==> config.mk <==
export PLATFORM = sky130hd
export DESIGN_NAME = regbank_wb_arbiter_flat
export DESIGN_NICKNAME = d
export VERILOG_FILES = /design/src/rtl/regbank_wb_arbiter_if.sv /design/src/rtl/regbank_wb_arbiter.sv /design/src/flat_wrapper.sv
export SDC_FILE = /design/constraint.sdc
export NUM_CORES = 1
export LEC_CHECK = 0
export ABC_AREA = 1
export BUFFER_PORTS_ARGS = -buffer_cell sky130_fd_sc_hd__buf_2
export CORE_ASPECT_RATIO = 0.7
export CORE_MARGIN = 5
export CORE_UTILIZATION = 43
export DETAILED_ROUTE_END_ITERATION = 8
export PLACE_DENSITY = 0.81
export SYNTH_ARGS = -nofsm -noshare
export SYNTH_HDL_FRONTEND = slang
export SYNTH_SLANG_ARGS = --single-unit
export TNS_END_PERCENT = 100
==> constraint.sdc <==
create_clock -name clk -period 2.3 [get_ports clk]
set_clock_uncertainty 0.1 [all_clocks]
set_input_delay 0.115 -clock clk [delete_from_list [all_inputs] [get_ports clk]]
set_output_delay 0.115 -clock clk [all_outputs]
set_load 0.01 [all_outputs]
==> src/rtl/regbank_wb_arbiter_if.sv <==
// Writeback request bus between the requesters and the register-bank write-port arbiter.
// The master side drives requests and stall; the slave side returns grants and the bank write.
interface regbank_wb_arbiter_if #(
    parameter int N_REQ = 3
);
    logic [N_REQ-1:0]    req_valid;
    logic [4*N_REQ-1:0]  req_addr;
    logic [32*N_REQ-1:0] req_data;
    logic [N_REQ-1:0]    req_ready;
    logic                stall;
    logic [15:0]         wr;
    logic [31:0]         data_in;
    logic [1:0]          grant_id;
    logic                wr_active;

    modport master (
        output req_valid, req_addr, req_data, stall,
        input  req_ready, wr, data_in, grant_id, wr_active
    );

    modport slave (
        input  req_valid, req_addr, req_data, stall,
        output req_ready, wr, data_in, grant_id, wr_active
    );
endinterface

==> src/rtl/regbank_wb_arbiter.sv <==
// Round-robin arbiter for the single write port of the 16x32 register bank.
// One grant per cycle; the granted write is decoded and presented to the bank from registers.
module regbank_wb_arbiter #(
    parameter int N_REQ      = 3,
    parameter bit PROTECT_R0 = 1'b0
) (
    input logic                 clk,
    input logic                 rst,
    regbank_wb_arbiter_if.slave bus
);
    localparam int DATA_W = 32;

    logic [1:0]        r_ptr;
    logic [15:0]       r_wr_p1;
    logic [DATA_W-1:0] r_data_p1;
    logic [1:0]        r_gid_p1;
    logic              r_act_p1;

    logic [3:0]        w_valid4;
    logic              w_any;
    logic [1:0]        w_idx;
    logic [3:0]        w_sel_addr;
    logic [DATA_W-1:0] w_sel_data;
    logic [3:0]        w_ready4;

    // A write to r0 is still a completed transfer when protected; only the strobe is dropped.
    function automatic logic [15:0] f_decode(input logic [3:0] addr);
        if (PROTECT_R0 && (addr == 4'd0)) begin
            return 16'd0;
        end
        return 16'd1 << addr;
    endfunction

    assign w_valid4 = 4'(bus.req_valid);

    // Stage 0: rotating-priority search starting at r_ptr
    always_comb begin : p_arb
        logic [2:0] cand;
        cand  = 3'd0;
        w_any = 1'b0;
        w_idx = 2'd0;
        for (int k = 0; k < N_REQ; k++) begin
            cand = {1'b0, r_ptr} + 3'(k);
            if (cand >= 3'(N_REQ)) begin
                cand = cand - 3'(N_REQ);
            end
            if (!w_any && w_valid4[cand[1:0]]) begin
                w_any = 1'b1;
                w_idx = cand[1:0];
            end
        end
        if (rst || bus.stall) begin
            w_any = 1'b0;
        end
    end

    always_comb begin
        w_sel_addr = 4'd0;
        w_sel_data = '0;
        for (int k = 0; k < N_REQ; k++) begin
            if (w_idx == 2'(k)) begin
                w_sel_addr = bus.req_addr[4*k +: 4];
                w_sel_data = bus.req_data[DATA_W*k +: DATA_W];
            end
        end
    end

    assign w_ready4      = {3'b000, w_any} << w_idx;
    assign bus.req_ready = w_ready4[N_REQ-1:0];

    always_ff @(posedge clk) begin
        if (rst) begin
            r_ptr <= 2'd0;
        end else if (w_any) begin
            r_ptr <= (w_idx == 2'(N_REQ - 1)) ? 2'd0 : w_idx + 2'd1;
        end
    end

    // Stage 1: registered bank write; data/grant_id hold across idle cycles
    always_ff @(posedge clk) begin
        if (rst) begin
            r_wr_p1   <= 16'd0;
            r_data_p1 <= '0;
            r_gid_p1  <= 2'd0;
            r_act_p1  <= 1'b0;
        end else if (w_any) begin
            r_wr_p1   <= f_decode(w_sel_addr);
            r_data_p1 <= w_sel_data;
            r_gid_p1  <= w_idx;
            r_act_p1  <= 1'b1;
        end else begin
            r_wr_p1   <= 16'd0;
            r_act_p1  <= 1'b0;
        end
    end

    assign bus.wr        = r_wr_p1;
    assign bus.data_in   = r_data_p1;
    assign bus.grant_id  = r_gid_p1;
    assign bus.wr_active = r_act_p1;
endmodule

==> src/flat_wrapper.sv <==
// flat-port wrapper written by rule: the top's interface ports become plain ports
module regbank_wb_arbiter_flat 
#(
    parameter int N_REQ      = 3,
    parameter bit PROTECT_R0 = 1'b0
)
  (clk, rst, bus_req_valid, bus_req_addr, bus_req_data, bus_stall, bus_req_ready, bus_wr, bus_data_in, bus_grant_id, bus_wr_active);
  regbank_wb_arbiter_if #(.N_REQ(N_REQ)) bus_i ();
  input logic clk;
  input logic rst;
  input wire logic [$bits(bus_i.req_valid)-1:0] bus_req_valid;
  input wire logic [$bits(bus_i.req_addr)-1:0] bus_req_addr;
  input wire logic [$bits(bus_i.req_data)-1:0] bus_req_data;
  input wire logic [$bits(bus_i.stall)-1:0] bus_stall;
  output wire logic [$bits(bus_i.req_ready)-1:0] bus_req_ready;
  output wire logic [$bits(bus_i.wr)-1:0] bus_wr;
  output wire logic [$bits(bus_i.data_in)-1:0] bus_data_in;
  output wire logic [$bits(bus_i.grant_id)-1:0] bus_grant_id;
  output wire logic [$bits(bus_i.wr_active)-1:0] bus_wr_active;
  assign bus_i.req_valid = bus_req_valid;
  assign bus_i.req_addr = bus_req_addr;
  assign bus_i.req_data = bus_req_data;
  assign bus_i.stall = bus_stall;
  assign bus_req_ready = bus_i.req_ready;
  assign bus_wr = bus_i.wr;
  assign bus_data_in = bus_i.data_in;
  assign bus_grant_id = bus_i.grant_id;
  assign bus_wr_active = bus_i.wr_active;
  regbank_wb_arbiter #(.N_REQ(N_REQ), .PROTECT_R0(PROTECT_R0)) u_core (.clk(clk), .rst(rst), .bus(bus_i));
endmodule
==> results.json, run 1 <==
{
  "drt_wl_total_um": 9730,
  "drt_iter0_drc": 183,
  "ys_seq_elements": 53,
  "num-fill-cells": 489,
  "top_level_ports": 168,
  "dp_hpwl_um": 6480,
  "gp_congestion": 0.893,
  "grt_pass1_wl_um": 15000,
  "fmax_mhz": 447,
  "wl_per_cell_um": 13.7,
  "syn_avg_cell_area_um2": 6.41,
  "clk-insertion-delay-late_ns": 0.30,
  "synthCells": 415,
  "antenna_cells": 0,
  "power.leakage_uw": 0.00240,
  "finalCritPeriodShare_pct": 97.3,
  "finalMaxSlewViolations": 0,
  "cts_max_level": 2,
  "power_density_nw_per_um2": 1270,
  "seq_area_um2": 1070,
  "core_area_um2": 6130,
  "clockBufferDepth": 2,
  "start_kind": "flip-flop",
  "cts_sinks": 53,
  "die_w_um": 104,
  "final_layout_size_suffix_gt1_share_pct": 41.2,
  "antenna_found_initial": 0,
  "power.total_uw": 5560,
  "initial_core_util_pct": 43.4,
  "synthesis.nets": 533,
  "first_pass_iters": 5,
  "finalSetupTns_ns": 0,
  "path_max_fanout": 8,
  "ys_warn_count": 0,
  "via_per_inst": 4.91,
  "crit_type": "flip-flop to primary output",
  "hold_violations": 0,
  "drv_cap": 0,
  "dp.cells": 667,
  "grt_overflow": 0,
  "ant_nets": 0,
  "status": "finished clean",
  "ir_worst_vdd_mv": 0.573,
  "syn2layout_area_growth_pct": 65.2,
  "grt_max_degree": 21,
  "ctsRootBufferMaster": "clkbuf_8",
  "grt_use_total_pct": 23.1,
  "rows": 24,
  "rsz0062_at_grt": "true",
  "die_h_um": 75.8,
  "ys_seq_area_share_pct": 39.9,
  "drcViolationCount": 0,
  "synth_area_um2": 2660,
  "max_slew_margin_pct": 79.3,
  "hp-class": "primary input to flip-flop",
  "tightest_slew_ns": 0.310,
  "first_global_vias": 3292,
  "die_area_um2": 7890,
  "cts_tree": "yes",
  "synth_cell_types": 28,
  "setup_viol": 0,
  "clk_pin_slew_ns": 0.10,
  "crit_arrival_ns": 2.02,
  "finalCriticalPeriod_ns": 2.24,
  "end_kind": "primary output",
  "worst_ep_required_time_ns": 2.09,
  "numCtsBuffers": 5,
  "fin_cells": 709,
  "final_nets": 748,
  "port_buffers": 167,
  "vias": 3482,
  "multi_input_area_um2": 1610
}
through the flow:
stage               util (%)  cell area [um^2]  hold slack [ns]  setup WS [ns]
global placement        60.3              3700            0.199         -0.150
floorplan                  -              2660           0.0874          0.202
detailed placement      60.3              3700            0.201         -0.252
finish                  71.8              4400          0.00795         0.0628
global route            71.8              4400          0.00534        -0.0625
CTS                     68.3              4180      0.000000389        0.00375
cell usage after synthesis:
cell,count,area [um^2]
or2_0,2,12.5
o21ai_2,1,8.76
buf_1,3,11.3
nand3b_1,3,22.5
or2_1,1,6.26
nand3_1,49,245
nand4_1,2,12.5
buf_4,3,22.5
o21ai_0,12,60.1
o31ai_1,1,7.51
nand2_2,6,37.5
buf_2,4,20.0
nor2_1,23,86.3
o21ai_4,1,16.3
clkbuf_1,5,18.8
inv_2,4,15.0
o22ai_1,1,6.26
inv_1,15,56.3
dfxtp_1,53,1060
buf_6,1,11.3
a21oi_2,1,8.76
nand2_1,213,800
o21ai_1,3,15.0
nor2_2,1,6.26
nand4_2,1,12.5
nand3_2,1,10.0
nand4_4,1,21.3
ha_1,4,50.1
worst paths after layout:
check                                           start                                   to  slack, ns  cells after the start
hold reg to reg   u_core.bus.data_in[20]$_SDFFE_PP0N_  u_core.bus.data_in[20]$_SDFFE_PP0N_       0.35                      2
setup / recovery         u_core.r_ptr[0]$_SDFFE_PP0N_                     bus_req_ready[1]       0.06                     11
setup reg to reg         u_core.r_ptr[0]$_SDFFE_PP0N_          u_core.bus.wr[2]$_SDFF_PP0_       0.09                     13
hold / removal                        bus_req_data[8]   u_core.bus.data_in[8]$_SDFFE_PP0N_      0.008                      5
critical path, stage by stage, from the launching register on:
cell	delay, ns
dfxtp_2	0.37
inv_2	0.06
ha_4	0.26
buf_4	0.15
nand3_2	0.08
nand2_2	0.08
buf_4	0.13
nand4_1	0.13
nand2_4	0.11
buf_6	0.13
nor2_4	0.11
buf_6	0.11
cells by family after synthesis:
family,Yosys count,share of synthesized area (%)
buffers and inverters,35,5.83
DFF,53,39.9
AOI/OAI and AO/OA,20,4.61
adders and majority gates,4,1.88
and+or+nand+nor,303,47.8
where the power goes:
group | internal, uW | leakage (uW) | switching [uW] | total (uW)
sequential | 1160 | 0.000434 | 124 | 1290
clock | 432 | 0.0000681 | 305 | 737
combinational | 1530 | 0.00190 | 2010 | 3540
flip-flops by register name, summed over array words and instances (netlist names):
signal / count
u_core.bus.data_in: 32
u_core.r_ptr: 2
u_core.bus.wr_active: 1
u_core.bus.wr: 16
u_core.bus.grant_id: 2
area by class of cell:
| type | count | area share, % |
|---|---|---|
| clock inverters | 3 | 1.48 |
| inverters | 19 | 1.79 |
| multi-input cells | 327 | 36.6 |
| flip-flops and latches | 53 | 24.2 |
| well taps | 78 | 2.22 |
| repair buffers | 224 | 32.1 |
| clock buffers | 5 | 1.57 |
per-layer routing:
metal	share of wire, %	GRT usage [%]	up-vias
met5	0	0	-
met4	0.87	5.17	0
met3	10	7.45	12
met2	49	40.7	181
met1	40	28.2	1561
li1	-	-	1728
placed cells by master (no fill, tap or decap), types with 5 or more instances in the layout:
cell / Yosys / routed
nand2_1: 213 / 205
buf_2: 4 / 165
dfxtp_1: 53 / 51
nand3_1: 49 / 43
buf_4: 3 / 27
dlygate4sd3_1: 0 / 19
nor2_1: 23 / 18
inv_1: 15 / 12
o21ai_0: 12 / 12
nand2_2: 6 / 9
buf_6: 1 / 8
nand3_2: 1 / 6
inv_2: 4 / 5
nand2_4: 0 / 5
clkbuf_8: 0 / 5
repair_timing:
| item | 4_1_cts | 5_1_grt |
|---|---|---|
| buffers inserted | 7 | 7 |
| setup endpoints to repair | 47 | 46 |
| gates cloned | 1 | 0 |
| pin swaps | 7 | 21 |
| endpoints found under the hold margin | 15 | 0 |
| gates resized for setup | 20 | 41 |
| hold buffers | 19 | 0 |
Note: power is estimated with default switching activity, not from simulation.
==> inputs of run 2 (changes only) <==
CORE_MARGIN = 2   (was 5)
==> run 2 against run 1 <==
Effect of this change: combinational power is essentially flat; sequential power about the same; final cell count down 0.99%; die area fell by 13%; worst setup slack better by 0.013 ns; global-route usage grew 0.84 points; flip-flop and latch count unchanged; critical path depth grew 1; design area fell by 1.6%; via count fell by 2.2%; total power shrank 1.9%; non-clock buffer count decreased by 4; critical path type unchanged.
==> results.json, run 2 (synthesis gave the netlist of run 1 again) <==
{
  "status": "finished clean",
  "rows": 23,
  "min_delay_path_depth": 5,
  "dp.cells": 663,
  "tightest_slew_ns": 0.295,
  "cts_max_level": 2,
  "grt_overflow": 0,
  "die_h_um": 69.8,
  "vias": 3405,
  "clk-insertion-delay-late_ns": 0.30,
  "postLayoutCoreUtil_pct": 74.0,
  "wl_per_cell_um": 12.8,
  "layout_common_cells": "208 x nand2_1, 165 x buf_2, 51 x dfxtp_1, 42 x nand3_1, 28 x buf_4",
  "first_global_vias": 3118,
  "clockBufferDepth": 2,
  "initial_core_util_pct": 45.6,
  "top_level_ports": 168,
  "final_area_um2": 4330,
  "placed_area_um2": 3700,
  "p_int_uw": 3040,
  "reg2reg_depth": 14,
  "hp-class": "primary input to flip-flop",
  "hold_path.startpoint": "bus_req_data[28]",
  "finalCriticalPeriod_ns": 2.22,
  "grt_pass1_wl_um": 13700,
  "ctsRootBufferMaster": "clkbuf_8",
  "largest_register_ff_count": 32,
  "numCtsBuffers": 5,
  "grt_max_degree": 35,
  "start_kind": "flip-flop",
  "power.switching_uw": 2410,
  "hold_violations": 0,
  "ant_nets": 0,
  "pre_cts_slack_ns": -0.320,
  "cts_tree": "yes",
  "power_density_nw_per_um2": 1260,
  "finalMaxSlewViolations": 0,
  "cts_sinks": 53,
  "final_nets": 744,
  "rsz0062_at_grt": "true",
  "drcViolationCount": 0,
  "clk_pin_slew_ns": 0.09,
  "drt_iter0_drc": 191,
  "crit_arrival_ns": 2.01,
  "gp_congestion": 0.899,
  "power.leakage_uw": 0.00237,
  "syn2layout_area_growth_pct": 62.5,
  "end_kind": "primary output",
  "r2r-start": "u_core.r_ptr[0]$_SDFFE_PP0N_",
  "path_max_fanout": 5,
  "final_layout_size_suffix_gt1_share_pct": 40.2,
  "setup_ws_ns": 0.0762,
  "max_slew_margin_pct": 80.3,
  "hold_end": "u_core.bus.data_in[28]$_SDFFE_PP0N_",
  "via_per_inst": 4.85,
  "ir_worst_vdd_mv": 0.675,
  "worst_ep_required_time_ns": 2.09,
  "port_buffers": 167,
  "drt_wl_total_um": 9010,
  "die_w_um": 98.0,
  "swShare_pct": 44.2,
  "setup_viol": 0,
  "crit_type": "flip-flop to primary output",
  "r2r-end": "u_core.bus.wr[2]$_SDFF_PP0_",
  "antenna_cells": 0,
  "p_clk_share_pct": 11.8,
  "die_area_um2": 6840,
  "ff2ff_setup_slack_ns": 0.10,
  "dp_hpwl_um": 6200,
  "grt_use_total_pct": 24.0,
  "combPwrFrac_pct": 64.8,
  "drv_cap": 0,
  "fmax_mhz": 450,
  "pwr-share-seq_pct": 23.3,
  "fin_cells": 702,
  "antenna_found_initial": 0,
  "finalCritPeriodShare_pct": 96.7,
  "core_area_um2": 5840,
  "final_common_cell": "nand2_1",
  "first_pass_iters": 4
}
## run 2: area by class of cell
| type | instances | area, um^2 |
|---|---|---|
| multi-input combinational | 327 | 1610 |
| fill | 453 | 1520 |
| timing repair buffer | 220 | 1370 |
| tap | 75 | 93.8 |
| sequential | 53 | 1060 |
| inverter | 19 | 76.3 |
| clock buffer | 7 | 86.3 |
| clock inverter | 1 | 30.0 |
## run 2: what timing repair did
item,in CTS,in global routing
hold buffers,14,1
pin swaps,6,15
setup buffers,5,10
hold endpoints to repair,13,1
resized for setup,19,30
endpoints found under the setup margin,47,51
cloned,0,1
## run 2: metal layers
layer  vias to the layer above  share of wire [%]  track usage, %
li1                       1723                  -               -
met1                      1517                 41            29.3
met2                       159                 49            42.2
met3                         6                9.5            6.75
met4                         0               0.70            4.78
met5                         -                  0               0
## run 2: worst max-delay path by stage
stage | cells after the start | slack [ns] | endpoint | from
floorplan | 14 | 0.20 | u_core.bus.wr[0]$_SDFF_PP0_ | u_core.r_ptr[0]$_SDFFE_PP0N_
global placement | 13 | -0.11 | u_core.bus.wr[5]$_SDFF_PP0_ | u_core.r_ptr[0]$_SDFFE_PP0N_
detailed placement | 13 | -0.32 | u_core.bus.wr[1]$_SDFF_PP0_ | u_core.r_ptr[0]$_SDFFE_PP0N_
CTS | 13 | 0.01 | u_core.bus.wr[1]$_SDFF_PP0_ | u_core.r_ptr[0]$_SDFFE_PP0N_
global route | 14 | -0.05 | u_core.bus.wr[2]$_SDFF_PP0_ | u_core.r_ptr[0]$_SDFFE_PP0N_
finish | 12 | 0.08 | bus_req_ready[1] | u_core.r_ptr[0]$_SDFFE_PP0N_
## run 2: critical path, cell delays in order (launching register included)
cell and delay (ns):
dfxtp_2 0.33, buf_4 0.15, ha_4 0.16, inv_2 0.06
nand2_2 0.05, nand3_2 0.09, nand2_4 0.09, buf_4 0.15
nand4_1 0.13, nand3_2 0.11, buf_6 0.15, nor2_4 0.12
buf_6 0.12
## run 2: power by group through the flow
stage | clock [uW] | combinational (uW) | sequential (uW)
floorplan | 0 | 1680 | 1390
global placement | 0 | 2620 | 1280
detailed placement | 0 | 2710 | 1280
CTS | 659 | 2930 | 1270
global route | 707 | 3860 | 1300
finish | 645 | 3540 | 1270
## run 2: through the flow
| step | hold WS, ns | total power (uW) | setup TNS [ns] |
|---|---|---|---|
| final | 0.00938 | 5450 | 0 |
| after CTS | 0.000215 | 4860 | 0 |
| after detailed placement | 0.199 | 3990 | -7.90 |
| after global routing | 0.00592 | 5860 | -0.454 |
| after floorplan | 0.0874 | 3070 | 0 |
| after global placement | 0.196 | 3900 | -1.75 |
